### config.mk
export PLATFORM = sky130hd
export DESIGN_NAME = simple_bist
export DESIGN_NICKNAME = d
export VERILOG_FILES = /design/src/rtl/simple_bist_pkg.sv /design/src/rtl/simple_bist_misr.sv /design/src/rtl/simple_bist.sv
export SDC_FILE = /design/constraint.sdc
export NUM_CORES = 1
export LEC_CHECK = 0
export ABC_CLOCK_PERIOD_IN_PS = 4300
export CAP_MARGIN = 20
export CORE_MARGIN = 2
export CORE_UTILIZATION = 57
export DETAILED_ROUTE_END_ITERATION = 6
export PLACE_DENSITY = 0.95
export SETUP_SLACK_MARGIN = 0.1
export SKIP_CTS_REPAIR_TIMING = 1
export SLEW_MARGIN = 20
export SYNTH_ARGS = -nofsm -noshare
export SYNTH_HDL_FRONTEND = slang
export SYNTH_SLANG_ARGS = --single-unit
export TNS_END_PERCENT = 100
### constraint.sdc
create_clock -name tau2015_clk -period 4.3 [get_ports tau2015_clk]
set_input_delay 1.29 -clock tau2015_clk [delete_from_list [all_inputs] [get_ports tau2015_clk]]
set_output_delay 1.29 -clock tau2015_clk [all_outputs]
set_load 0.01 [all_outputs]
### src/rtl/simple_bist_pkg.sv
// rtl/simple_bist_pkg.sv - shared types, constants and LFSR step for simple_bist
package simple_bist_pkg;

  typedef enum logic [2:0] {
    ST_IDLE,
    ST_DRIVE,
    ST_SETTLE,
    ST_SAMPLE,
    ST_DONE
  } state_t;

  localparam logic [7:0]  LFSR_SEED = 8'h01;
  localparam logic [7:0]  LFSR_TAPS = 8'hB8;
  localparam logic [15:0] MISR_POLY = 16'h1021;
  localparam int          SIG_W     = 16;

  // Fibonacci shift-left step; feedback is the XOR of the tapped bits
  function automatic logic [7:0] lfsr_next(input logic [7:0] l);
    return {l[6:0], ^(l & LFSR_TAPS)};
  endfunction

endpackage

### src/rtl/simple_bist_misr.sv
// rtl/simple_bist_misr.sv - 16-bit single-input MISR with clear and enable
module simple_bist_misr
  import simple_bist_pkg::*;
(
  input  logic             clk,
  input  logic             rst_n,
  input  logic             clr,
  input  logic             en,
  input  logic             din,
  output logic [SIG_W-1:0] sig,
  output logic [SIG_W-1:0] sig_next
);

  // sig_next is exposed so the golden compare can see the final value on the same edge
  assign sig_next = {sig[SIG_W-2:0], 1'b0}
                  ^ (sig[SIG_W-1] ? MISR_POLY : '0)
                  ^ {{(SIG_W-1){1'b0}}, din};

  always_ff @(posedge clk or negedge rst_n) begin
    if (!rst_n) begin
      sig <= '0;
    end else if (clr) begin
      sig <= '0;
    end else if (en) begin
      sig <= sig_next;
    end
  end

endmodule

### src/rtl/simple_bist.sv
// rtl/simple_bist.sv - LFSR pattern driver and MISR compactor; SIMPLE_BIST_GOLDEN_EN adds the pass compare
module simple_bist
  import simple_bist_pkg::*;
#(
  parameter int          NUM_PATTERNS = 64,
  parameter int          SETTLE_CYC   = 2,
  parameter logic [15:0] GOLDEN_SIG   = 16'h0000
) (
  input  logic             tau2015_clk,
  input  logic             tau2015_rst_n,
  input  logic             start,
  input  logic             dut_out,
  output logic             inp1,
  output logic             inp2,
  output logic             busy,
  output logic             done,
  output logic [SIG_W-1:0] signature,
  output logic             pass
);

  localparam int CNT_W = $clog2(NUM_PATTERNS + 1);
  localparam int SET_W = $clog2(SETTLE_CYC + 1);

  state_t           state;
  logic [7:0]       lfsr;
  logic [7:0]       lfsr_nxt;
  logic [CNT_W-1:0] pat_cnt;
  logic [CNT_W-1:0] cnt_inc;
  logic [SET_W-1:0] settle_cnt;
  logic             start_run;
  logic             sample_en;
  logic             more_pats;
  logic [SIG_W-1:0] sig_next;

  assign lfsr_nxt  = lfsr_next(lfsr);
  assign cnt_inc   = pat_cnt + CNT_W'(1);
  assign more_pats = cnt_inc < CNT_W'(NUM_PATTERNS);
  assign start_run = (state == ST_IDLE) && start;
  assign sample_en = (state == ST_SAMPLE);

  always_ff @(posedge tau2015_clk or negedge tau2015_rst_n) begin
    if (!tau2015_rst_n) begin
      state      <= ST_IDLE;
      lfsr       <= LFSR_SEED;
      inp1       <= 1'b0;
      inp2       <= 1'b0;
      busy       <= 1'b0;
      done       <= 1'b0;
      pat_cnt    <= '0;
      settle_cnt <= '0;
    end else begin
      case (state)
        ST_IDLE: begin
          if (start) begin
            state   <= ST_DRIVE;
            lfsr    <= LFSR_SEED;
            inp1    <= LFSR_SEED[0];
            inp2    <= LFSR_SEED[1];
            pat_cnt <= '0;
            busy    <= 1'b1;
          end
        end
        ST_DRIVE: begin
          state      <= ST_SETTLE;
          settle_cnt <= '0;
        end
        ST_SETTLE: begin
          if (settle_cnt == SET_W'(SETTLE_CYC - 1)) begin
            state <= ST_SAMPLE;
          end else begin
            settle_cnt <= settle_cnt + SET_W'(1);
          end
        end
        ST_SAMPLE: begin
          // the pattern changes only after its response has been captured
          pat_cnt <= cnt_inc;
          lfsr    <= lfsr_nxt;
          inp1    <= lfsr_nxt[0];
          inp2    <= lfsr_nxt[1];
          if (more_pats) begin
            state <= ST_DRIVE;
          end else begin
            state <= ST_DONE;
            busy  <= 1'b0;
            done  <= 1'b1;
          end
        end
        ST_DONE: begin
          state <= ST_IDLE;
          done  <= 1'b0;
          inp1  <= 1'b0;
          inp2  <= 1'b0;
        end
        default: begin
          state <= ST_IDLE;
        end
      endcase
    end
  end

  simple_bist_misr u_misr (
    .clk      (tau2015_clk),
    .rst_n    (tau2015_rst_n),
    .clr      (start_run),
    .en       (sample_en),
    .din      (dut_out),
    .sig      (signature),
    .sig_next (sig_next)
  );

`ifdef SIMPLE_BIST_GOLDEN_EN
  always_ff @(posedge tau2015_clk or negedge tau2015_rst_n) begin
    if (!tau2015_rst_n) begin
      pass <= 1'b0;
    end else if (start_run) begin
      pass <= 1'b0;
    end else if (sample_en && !more_pats) begin
      pass <= (sig_next == GOLDEN_SIG);
    end
  end
`else
  assign pass = 1'b0 & (^GOLDEN_SIG);
`endif

endmodule

### Yosys cells after proc, flatten, opt, wreduce, memory -nomap -nowiden

Index checks and enable logic that the tools add are counted.

* add/sub/neg operators: 2
* multiply operators: 0
* divide/modulo/power cells: 0
* order comparisons: 1
* equality and inequality tests: 9
* shift-type cells: 0
* muxes and demuxes: 21
* bitwise logic cells: 2
* reductions and logical operators: 14

Operators by type and width (number)
* 2-to-1 mux 16 bit: 2
* case mux 8 bit (2 select lines): 1
* bitwise XOR 16 x 1 -> 16 bit: 1
* bitwise XOR 16 bit: 1
* case mux 7 bit (2 select lines): 1
* 2-to-1 mux 13 bit: 1
* case mux 3 bit (4 select lines): 1
* AND reduction 2 bit: 5
* 2-to-1 mux 3 bit: 3
* 2-to-1 mux 8 bit: 1
* inequality test 2 bit (second input constant): 4
* nonzero test 2 bit: 4
* parity 8 bit: 1
* adder 7 x 1 -> 7 bit (second input constant): 1
* less-than comparator 7 bit (second input constant): 1
* 2-to-1 mux 7 bit: 1
* == test 3 x 2 -> 1 bit (second input constant): 2
* case mux 1 bit (3 select lines): 2
* 2-to-1 mux 1 bit: 4
* case mux 1 bit (2 select lines): 2
* case mux 2 bit (2 select lines): 1
* == test 3 x 1 -> 1 bit (second input constant): 1
* == test 3 bit (second input constant): 1
* logical NOT 3 bit: 1
* other kinds (6): 6

* bits in registers: 40
* bits in latches: 0
* memory bits (writable): 0
* ROM bits: 0
* input port bits: 4
* word-level logic and storage cells: 58
* memories: 0

### Longest topological paths before layout

Gate-level depths: netlist of the first run.

* depth after elaboration: 5
* depth in mapped cells: 6

### By module

From an unflattened synthesis of the first run, not the netlist that was laid out.

* cells, all modules: 173
* area total of the unflattened synthesis: 1919.3 um2

Modules (own cells, without submodules)
* simple_bist: instances 1, cells each 102, area an instance 1131.1 um2, seq. area each 601.8 um2
* simple_bist_misr: instances 1, cells each 71, area an instance 788.3 um2, seq. area each 400.4 um2

### Least setup slack after synthesis of the first run

OpenSTA, ideal clock, no wires.

* path kind: input -> register
* start: input start
* end: register pat_cnt[1]
* library setup time: 121 ps
* arrival time: 2115 ps
* required time: 4179 ps
* setup slack: 2064 ps
* stages on the path: 4
* buffers on the path: 1
* cells stage by stage: nor4b_4 nor2_2 buf_2 a22o_1

* word-level cells in the longest chain between the ends: 2

RTL lines
* from (decl): line simple_bist.sv:11 `input logic start,`
* inequality test 2 bit (no source line)
* AND reduction 2 bit (no source line)
* to (signal assigned): line simple_bist.sv:76 `pat_cnt <= cnt_inc;`
* to (decl): line simple_bist.sv:27 `logic [CNT_W-1:0] pat_cnt;`

Every way passes these cells.
A chain may end at the register's enable or synchronous reset.

### Worst setup path in the final report of the first run

* start: register u_misr.sig[15]
* end: output signature[15]

RTL lines
* from (decl): line simple_bist_misr.sv:10 `output logic [SIG_W-1:0] sig,`
* from (signal assigned): line simple_bist_misr.sv:25 `sig <= sig_next;`
* to (decl): line simple_bist.sv:17 `output logic [SIG_W-1:0] signature,`

No word-level cell between the ends.

==> impl_results.md, run 1 <==
* Post-synthesis sequential area ratio at 56.4%
* Yosys cell types at 37
* First-pass GRT wire length at 6150 µm
* Die area at 0.00358 mm²
* Share of cells above drive strength 1 at 7.18%
* Final slew viol count at 0
* Slew margin rel. at 42.5%
* Core area at 0.00300 mm²
* Diode count at 0
* # IOs at 25
* Synthesized area at 0.00178 mm²
* Worst Path Arrival at 1.41 ns
* Asr flop ratio synth at 100%
* Synth Register Bits at 40
* Synthesized Nets at 181
* Clk_lat worst skew at 0.35 ns
* 1st-pass router iterations at 4
* Vias in the first global route at 1,308
* Syn. warnings at 0
* Hold slack final at 0.508 ns
* Layout fillers at 225
* CP top delay family: buffers and inverters
* CTS H-tree depth at 2
* TritonCTS clock tree: built
* VDD IR max at 339 µV
* Area growth syn-to-layout at 17.3%
* Critical path endpoint category: output pin
* Post-synthesis mux area share at 0.564%
* Vias at 1,388
* Synth Area in Compound Gates at 17.4%
* Synth Area in Simple Gates at 15.9%
* Sum Neg Setup Slack at 0 ns
* Routed WL per cell at 16.1 µm
* Final setup viols at 0
* Clk slew on worst S/H paths at 0.11 ns
* CTS max path bufs at 2
* WS Path Type: reg -> out
* CTS Sinks at 40
* Synth Instances at 175
* Maxcap violations at 0
* Multi-input logic area at 701 µm²
* Num CTS Buffers at 5
* Hold WC Path Type: reg -> reg
* Die Y at 59.8 µm
* GR Overflow Total at 0
* Main combinational cell family by area after synthesis: compound AO/OA/AOI/OAI gates
* Die X at 59.8 µm
* Total Wirelength at 3670 µm
* Leading cell types in the layout, fill and taps excluded: dfrtp_1 (39), nand2_1 (37), clkdlybuf4s50_1 (22)
* All-Layer GR Usage at 23.5%
* Post-DRT Antenna Nets at 0
* Clk root buf: clkbuf_4
* Post-synth EDFFs at 0
* Row count at 20
* Worst R2R Setup Slack at 2.28 ns
* WP buf/inv at 1
* LEAKAGE at 0.911 nW
* Most used DFF post-synth: dfrtp_1
* Crit path time final at 2.70 ns
* Crit start category: flop
* Via density at 6.09
* Power per cell area at 689 mW/mm²
* Worst EP required at 3.01 ns
* Slew @ Worst Pin at 0.862 ns
* HPWL Detailed at 2440 µm
* Outcome: finished clean
* Starting Density at 59.1%
* Cell Chain, Critical Path: clkdlybuf4s50_1
* Post-layout nets at 200
* Post-synthesis xor/xnor area fraction at 3.95%
* Routability cong. at 0.796
* Largest net degree at the start of global routing at 41
* Crit path largest cell delay at 0.58 ns
* Initial antenna violation count at 0
* Synthesized area per cell at 10.1 µm²
* RSZ-0062 raised after global routing: no
* Initial detailed-routing violation count at 67
* Critical-path top delay cell: clkdlybuf4s50_1
* Worst Skew at 0.00867 ns
* Register Area at 0.00100 mm²
* Worst-path fanout max at 5
* Fraction of the mapped netlist area in adder cells at 1.41%
* Max Fclk at 370 MHz
* Post-route DRC at 0
* Port bufs at 23
* Tcrit/Tclk final at 62.8%
* Commonest non-fill, non-tap cell in the layout: dfrtp_1
* Final hold viol count at 0
final cells by class:
type / instances / share of cell area [%]
Clock buffer: 7 / 3.12
Clock inverter: 1 / 1.44
Sequential cell: 40 / 48.1
Tap cell: 33 / 1.98
Multi-Input combinational cell: 120 / 33.6
Timing Repair Buffer: 24 / 11.2
Inverter: 3 / 0.541
sequential cells by signal, indices dropped and copies added, names as in the netlist:
name	count
busy	1
lfsr	8
settle_cnt	2
inp2	1
done	1
state	3
u_misr.sig	16
pat_cnt	7
inp1	1
path summary, 6_finish.rpt:
check / startpoint / depth (start not counted) / endpoint
worst max-delay path: u_misr.sig[15] / 1 / signature[15]
worst min-delay path: busy / 1 / busy
worst max register to register: state[0] / 4 / pat_cnt[3]
worst min register to register: busy / 1 / busy
max in group asynchronous: tau2015_rst_n / 1 / done
min in group asynchronous: tau2015_rst_n / 1 / lfsr[2]
cell usage after synthesis (2+ instances only):
master / count / area (µm²)
a211oi_1: 3 / 22.5
a21o_1: 2 / 15.0
a21oi_1: 15 / 75.1
a22o_1: 9 / 78.8
buf_2: 5 / 25.0
clkbuf_1: 5 / 18.8
dfrtp_1: 39 / 976
ha_1: 2 / 25.0
inv_1: 3 / 11.3
nand2_1: 37 / 139
nand2b_1: 2 / 12.5
nand4_1: 2 / 12.5
nor2_1: 8 / 30.0
nor2b_1: 2 / 12.5
nor3_1: 2 / 10.0
o21ai_0: 11 / 55.1
o31ai_1: 2 / 15.0
xnor2_1: 7 / 61.3
logic make-up after synthesis:
| kind of cell | Yosys count |
|---|---|
| AOI/OAI and AO/OA | 48 |
| xor gates and xnor gates | 8 |
| adders and majority gates | 2 |
| buffers and inverters | 15 |
| DFF | 40 |
| muxes | 1 |
| other | 1 |
| and+or+nand+nor | 60 |
layer usage:
metal  vias up  GRT usage (%)  routed length, µm
met4         0           7.94                 55
met5         -              0                  0
met2        46           37.9               1900
li1        635              -                  -
met3         8           8.01                190
met1       699           29.5               1520
power by group:
part	internal, mW	switching (mW)
registers	0.495	0.132
clock network	0.154	0.119
logic	0.262	0.272
stage by stage:
step	power, mW	utilization (%)	cells	setup slack, ns	area, µm²
4_1_cts	1.44	69.3	228	1.58	2080
5_1_grt	1.53	69.4	228	1.53	2080
2_1_floorplan	0.954	-	175	2.06	1780
3_5_place_dp	1.16	66.2	220	1.30	1990
3_3_place_gp	1.12	66.2	220	1.48	1990
6_report	1.44	69.4	228	1.60	2080
Power figures use the tool's default switching activity.
==> run 2: changes to the inputs <==
--- a/config.mk
+++ b/config.mk
@@ -5,12 +5,12 @@
 export SDC_FILE = /design/constraint.sdc
 export NUM_CORES = 1
 export LEC_CHECK = 0
-export ABC_CLOCK_PERIOD_IN_PS = 4300
+export ABC_CLOCK_PERIOD_IN_PS = 2800
 export CAP_MARGIN = 20
 export CORE_MARGIN = 2
-export CORE_UTILIZATION = 57
+export CORE_UTILIZATION = 53
 export DETAILED_ROUTE_END_ITERATION = 6
-export PLACE_DENSITY = 0.95
+export PLACE_DENSITY = 0.9
 export SETUP_SLACK_MARGIN = 0.1
 export SKIP_CTS_REPAIR_TIMING = 1
 export SLEW_MARGIN = 20
==> constraint.sdc (replaced) <==
create_clock -name tau2015_clk -period 2.8 [get_ports tau2015_clk]
set_input_delay 0.84 -clock tau2015_clk [delete_from_list [all_inputs] [get_ports tau2015_clk]]
set_output_delay 0.84 -clock tau2015_clk [all_outputs]
set_load 0.01 [all_outputs]
==> run 2 against run 1 <==
  * Power rose by 44%
  * Sequential power up 53%
  * Largest cell class unchanged
  * Critical path type unchanged
  * Highest routed layer unchanged
  * Count of clock-buffer cells in the layout is 1 higher
  * Critical path depth did not move
==> impl_results.md, run 2 (synthesis gave the netlist of run 1 again) <==
* Outcome: finished clean (unchanged)
* Clk_lat worst skew at 0.34 ns (was 0.35 ns)
* WS Path Type: reg -> out (unchanged)
* Worst EP required at 1.96 ns (was 3.01 ns)
* Row count at 21 (was 20)
* CTS max path bufs at 2 (unchanged)
* Tcrit/Tclk final at 80.8%
* Die X at 61.9 µm (was 59.8 µm)
* Slew margin rel. at 43.6% (was 42.5%)
* Vias at 1,358 (was 1,388)
* # IOs at 25 (unchanged)
* Starting Density at 54.1% (was 59.1%)
* VDD IR max at 485 µV (was 339 µV)
* Post-DRT Antenna Nets at 0 (unchanged)
* Critical path endpoint category: output pin (unchanged)
* Max reg flops at 16 (unchanged)
* Cell Chain, Critical Path: clkdlybuf4s50_1 (unchanged)
* Final design utilization at 63.0% (was 69.4%)
* Critical-path top delay cell: clkdlybuf4s50_1 (unchanged)
* 1st-pass router iterations at 4 (unchanged)
* Clk root buf: clkbuf_4 (unchanged)
* RSZ-0062 raised after global routing: no (unchanged)
* CP top delay family: buffers and inverters (unchanged)
* Commonest non-fill, non-tap cell in the layout: dfrtp_1 (unchanged)
* Largest net degree at the start of global routing at 41 (unchanged)
* Final setup viols at 0 (unchanged)
* Worst r2r src: state[0] (unchanged)
* Initial detailed-routing violation count at 66 (was 67)
* GR Overflow Total at 0 (unchanged)
* Final slew viol count at 0 (unchanged)
* First-pass GRT wire length at 5120 µm (was 6150 µm)
* All-Layer GR Usage at 18.8% (was 23.5%)
* Die area at 0.00383 mm² (was 0.00358 mm²)
* Die Y at 61.9 µm (was 59.8 µm)
* Critical Path Source: u_misr.sig[15] (unchanged)
* Post-layout nets at 201 (was 200)
* Slew @ Worst Pin at 0.845 ns (was 0.862 ns)
* Initial antenna violation count at 0 (unchanged)
* Via density at 5.61 (was 6.09)
* Leading cell types in the layout, fill and taps excluded: dfrtp_1 (39), nand2_1 (37), clkdlybuf4s50_1 (22) (unchanged)
* Max Fclk at 442 MHz
* Crit start category: flop (unchanged)
* Routed WL per cell at 13.7 µm (was 16.1 µm)
* HPWL Detailed at 2210 µm (was 2440 µm)
* Vias in the first global route at 1,111 (was 1,308)
* Hold Crit Start: pat_cnt[4] (was busy)
* CTS Sinks at 40 (unchanged)
* Port bufs at 23 (unchanged)
* Largest regs: u_misr.sig (16), lfsr (8), pat_cnt (7) (unchanged)
* Crit path largest cell delay at 0.59 ns (was 0.58 ns)
* Crit path time final at 2.26 ns
* Largest Register: u_misr.sig (unchanged)
* LEAKAGE at 0.898 nW (was 0.911 nW)
* Final hold viol count at 0 (unchanged)
* Area growth syn-to-layout at 16.6% (was 17.3%)
* Sum Neg Setup Slack at 0 ns (unchanged)
* Worst-path fanout max at 5 (unchanged)
* Clk slew on worst S/H paths at 0.10 ns (was 0.11 ns)
* Total Wirelength at 3320 µm (was 3670 µm)
* WP buf/inv at 1 (unchanged)
* Post-route DRC at 0 (unchanged)
* Hold WC Path Type: reg -> reg (unchanged)
* Core area at 0.00328 mm² (was 0.00300 mm²)
* Power per cell area at 998 mW/mm² (was 689 mW/mm²)
* Share of cells above drive strength 1 at 6.12% (was 7.18%)
* Worst Path Arrival at 1.42 ns (was 1.41 ns)
* Diode count at 0 (unchanged)
* Maxcap violations at 0 (unchanged)
* Routability cong. at 0.780 (was 0.796)
* CTS H-tree depth at 2 (unchanged)
* Worst Skew at 0.00581 ns (was 0.00867 ns)
* Num CTS Buffers at 5 (unchanged)
* TritonCTS clock tree: built (unchanged)
run 2: cell types whose count changed in the layout (fill, tap and decap cells not counted):
cell / before / now
clkbuf_1: 0 / 2
and3b_1: 0 / 1
bufinv_16: 1 / 0
buf_4: 1 / 2
and3b_2: 1 / 0
clkbuf_8: 2 / 1
run 2: metrics by stage:
step / power, mW / cells / hold WS (ns) / setup slack, ns / cell area [µm²]
final: 2.07 / 242 / 0.487 / 0.536 / 2070
after global routing: 2.23 / 242 / 0.517 / 0.474 / 2070
after floorplan: 1.46 / 175 / 0.446 / 1.01 / 1780
after CTS: 2.08 / 242 / 0.488 / 0.522 / 2070
after global placement: 1.75 / 234 / 0.460 / 0.623 / 2010
after detailed placement: 1.78 / 234 / 0.471 / 0.517 / 2010
run 2: area by class of cell:
cell class	count	area [µm²]
multi-input cells	120	699
repair buffers	25	240
clock buffers	8	58.8
well taps	46	57.6
flip-flops and latches	40	1000
inverters	3	11.3
fillers	283	1210
run 2: where the power goes:
group	leakage [nW]	internal (mW)	switching [mW]	total, mW
clock	0.0326	0.124	0.171	0.295
combinational	0.338	0.406	0.406	0.812
sequential	0.528	0.761	0.198	0.959
run 2: final timing paths:
path / end / slack [ns] / depth (start not counted)
max in group asynchronous: lfsr[6] / 1.68 / 1
min in group asynchronous: inp2 / 0.59 / 1
setup / recovery: signature[15] / 0.54 / 1
hold reg to reg: pat_cnt[4] / 0.49 / 1
hold / removal: pat_cnt[4] / 0.49 / 1
setup reg to reg: pat_cnt[3] / 0.78 / 5
run 2: per-layer routing:
layer | share of wire (%) | GRT usage (%)
met5 | 0 | 0
met1 | 45 | 24.4
met2 | 49 | 29.2
met4 | 1.1 | 6.99
met3 | 4.4 | 6.83
==> run 3: changes to the inputs <==
--- a/config.mk
+++ b/config.mk
@@ -5,7 +5,7 @@
 export SDC_FILE = /design/constraint.sdc
 export NUM_CORES = 1
 export LEC_CHECK = 0
-export ABC_CLOCK_PERIOD_IN_PS = 2800
+export ABC_CLOCK_PERIOD_IN_PS = 2300
 export CAP_MARGIN = 20
 export CORE_MARGIN = 2
 export CORE_UTILIZATION = 53
==> constraint.sdc (replaced) <==
create_clock -name tau2015_clk -period 2.3 [get_ports tau2015_clk]
set_input_delay 0.69 -clock tau2015_clk [delete_from_list [all_inputs] [get_ports tau2015_clk]]
set_output_delay 0.69 -clock tau2015_clk [all_outputs]
set_load 0.01 [all_outputs]
==> run 3 against run 2 <==
  * Global-route usage increased by 0.69 points
  * Power increased by 24%
  * Critical endpoint unchanged
  * Sequential power increased by 22%
  * Cell count increased by 1.7%
  * Critical path depth unchanged
  * Cell area increased by 1.6%
  * Sequential cell count unchanged
==> impl_results.md, run 3 (synthesis gave the netlist of run 1 again) <==
* Die area at 0.00383 mm² (unchanged)
* Power per cell area at 1210 mW/mm² (was 998 mW/mm²)
* Port bufs at 23 (unchanged)
* LEAKAGE at 0.922 nW (was 0.898 nW)
* Crit path time final at 2.12 ns
* All-Layer GR Usage at 19.5% (was 18.8%)
* Worst Setup Slack, final at 0.183 ns (was 0.536 ns)
* Worst Skew at 0.0128 ns (was 0.00581 ns)
* Routability cong. at 0.774 (was 0.780)
* Clk root buf: clkbuf_4 (unchanged)
* Worst slack, placed at 0.254 ns (was 0.517 ns)
* Post-layout nets at 205 (was 201)
* # IOs at 25 (unchanged)
* Die X at 61.9 µm (unchanged)
* Critical path endpoint category: output pin (unchanged)
* Sum Neg Setup Slack at 0 ns (unchanged)
* Vias in the first global route at 1,228 (was 1,111)
* Dpl cell area at 0.00204 mm² (was 0.00201 mm²)
* Final setup viols at 0 (unchanged)
* Largest Register: u_misr.sig (unchanged)
* Comb pwr share at 40.0% (was 39.3%)
* Share of cells above drive strength 1 at 9.00% (was 6.12%)
* Hold slack final at 0.376 ns (was 0.487 ns)
* Initial detailed-routing violation count at 98 (was 66)
* Post-route DRC at 0 (unchanged)
* Largest regs: u_misr.sig (16), lfsr (8), pat_cnt (7) (unchanged)
* Worst-path fanout max at 5 (unchanged)
* RSZ-0062 raised after global routing: no (unchanged)
* Cell Chain, Critical Path: clkdlybuf4s50_1 (unchanged)
* Clk_lat worst skew at 0.35 ns (was 0.34 ns)
* Cells after DPL at 238 (was 234)
* CTS H-tree depth at 2 (unchanged)
* CP top delay family: buffers and inverters (unchanged)
* First-pass GRT wire length at 5340 µm (was 5120 µm)
* Post-route cell area at 0.00210 mm² (was 0.00207 mm²)
* Area growth syn-to-layout at 18.4% (was 16.6%)
* Max reg flops at 16 (unchanged)
* Clk pwr share at 14.3% (about the same)
* Final design utilization at 64.0% (was 63.0%)
* Outcome: finished clean (unchanged)
* Overall power at 2.55 mW (was 2.07 mW)
* TritonCTS clock tree: built (unchanged)
* HPWL Detailed at 2230 µm (was 2210 µm)
* Largest net degree at the start of global routing at 41 (unchanged)
* Crit path largest cell delay at 0.58 ns (was 0.59 ns)
* Crit start category: flop (unchanged)
* Vias at 1,363 (was 1,358)
* WP buf/inv at 1 (unchanged)
* GR Overflow Total at 0 (unchanged)
* Die Y at 61.9 µm (unchanged)
* Maxcap violations at 0 (unchanged)
* Row count at 21 (unchanged)
* VDD IR max at 579 µV (was 485 µV)
* Worst Path Arrival at 1.43 ns (was 1.42 ns)
* Clk slew on worst S/H paths at 0.12 ns (was 0.10 ns)
* Tcrit/Tclk final at 92.1%
* Num CTS Buffers at 5 (unchanged)
* 1st-pass router iterations at 4 (unchanged)
* Share of power burned in registers at 45.7% (was 46.4%)
* CTS max path bufs at 2 (unchanged)
* Max Fclk at 472 MHz
* Core area at 0.00328 mm² (unchanged)
* WS Path Type: reg -> out (unchanged)
* Leading cell types in the layout, fill and taps excluded: dfrtp_1 (39), nand2_1 (37), clkdlybuf4s50_1 (22) (unchanged)
* Sw Pwr at 0.955 mW (was 0.774 mW)
* Final slew viol count at 0 (unchanged)
* Post-DRT Antenna Nets at 0 (unchanged)
* Routed WL per cell at 13.2 µm (was 13.7 µm)
* Critical-path top delay cell: clkdlybuf4s50_1 (unchanged)
* Starting Density at 54.1% (unchanged)
* Total Wirelength at 3240 µm (was 3320 µm)
* Commonest non-fill, non-tap cell in the layout: dfrtp_1 (unchanged)
* Final hold viol count at 0 (unchanged)
* Hold WC Path Type: in -> async (was reg -> reg)
* Via density at 5.54 (was 5.61)
* Non-Filler Instances at 246 (was 242)
* CTS Sinks at 40 (unchanged)
* Switching Share at 37.4% (was 37.5%)
* Initial antenna violation count at 0 (unchanged)
* Worst EP required at 1.61 ns (was 1.96 ns)
* Internal power at 1.60 mW (was 1.29 mW)
* Diode count at 0 (unchanged)
## run 3: path summary, 6_finish.rpt
path	endpoint	slack, ns	start	cells after the start
max	signature[15]	0.18	u_misr.sig[15]	1
min	u_misr.sig[8]	0.38	tau2015_rst_n	2
max reg2reg	pat_cnt[4]	0.51	state[0]	4
min reg2reg	pat_cnt[4]	0.49	pat_cnt[4]	1
max in group asynchronous	lfsr[0]	1.56	tau2015_rst_n	2
min in group tau2015_clk	pat_cnt[4]	0.49	pat_cnt[4]	1
## run 3: layout make-up
type,count,area [µm²]
fill,274,1180
sequential,40,1000
multi-input combinational,120,699
timing repair buffer,29,270
tap,46,57.6
clock buffer,6,51.3
inverter,3,11.3
clock inverter,2,10.0
## run 3: per-layer routing
metal / routed length [µm] / vias to the layer above / global-route usage (%) / share of wire (%)
li1: - / 650 / - / -
met1: 1490 / 665 / 23.0 / 46
met2: 1530 / 38 / 32.2 / 47
met3: 126 / 10 / 5.38 / 3.9
met4: 93 / 0 / 10.9 / 2.9
met5: 0 / - / 0 / 0
## run 3: power groups by stage
stage | clock [mW] | sequential (mW) | combinational, mW
2_1_floorplan | 0 | 1.16 | 0.628
3_3_place_gp | 0 | 1.17 | 0.993
3_5_place_dp | 0 | 1.18 | 1.03
4_1_cts | 0.377 | 1.17 | 1.03
5_1_grt | 0.406 | 1.20 | 1.14
6_report | 0.365 | 1.17 | 1.02
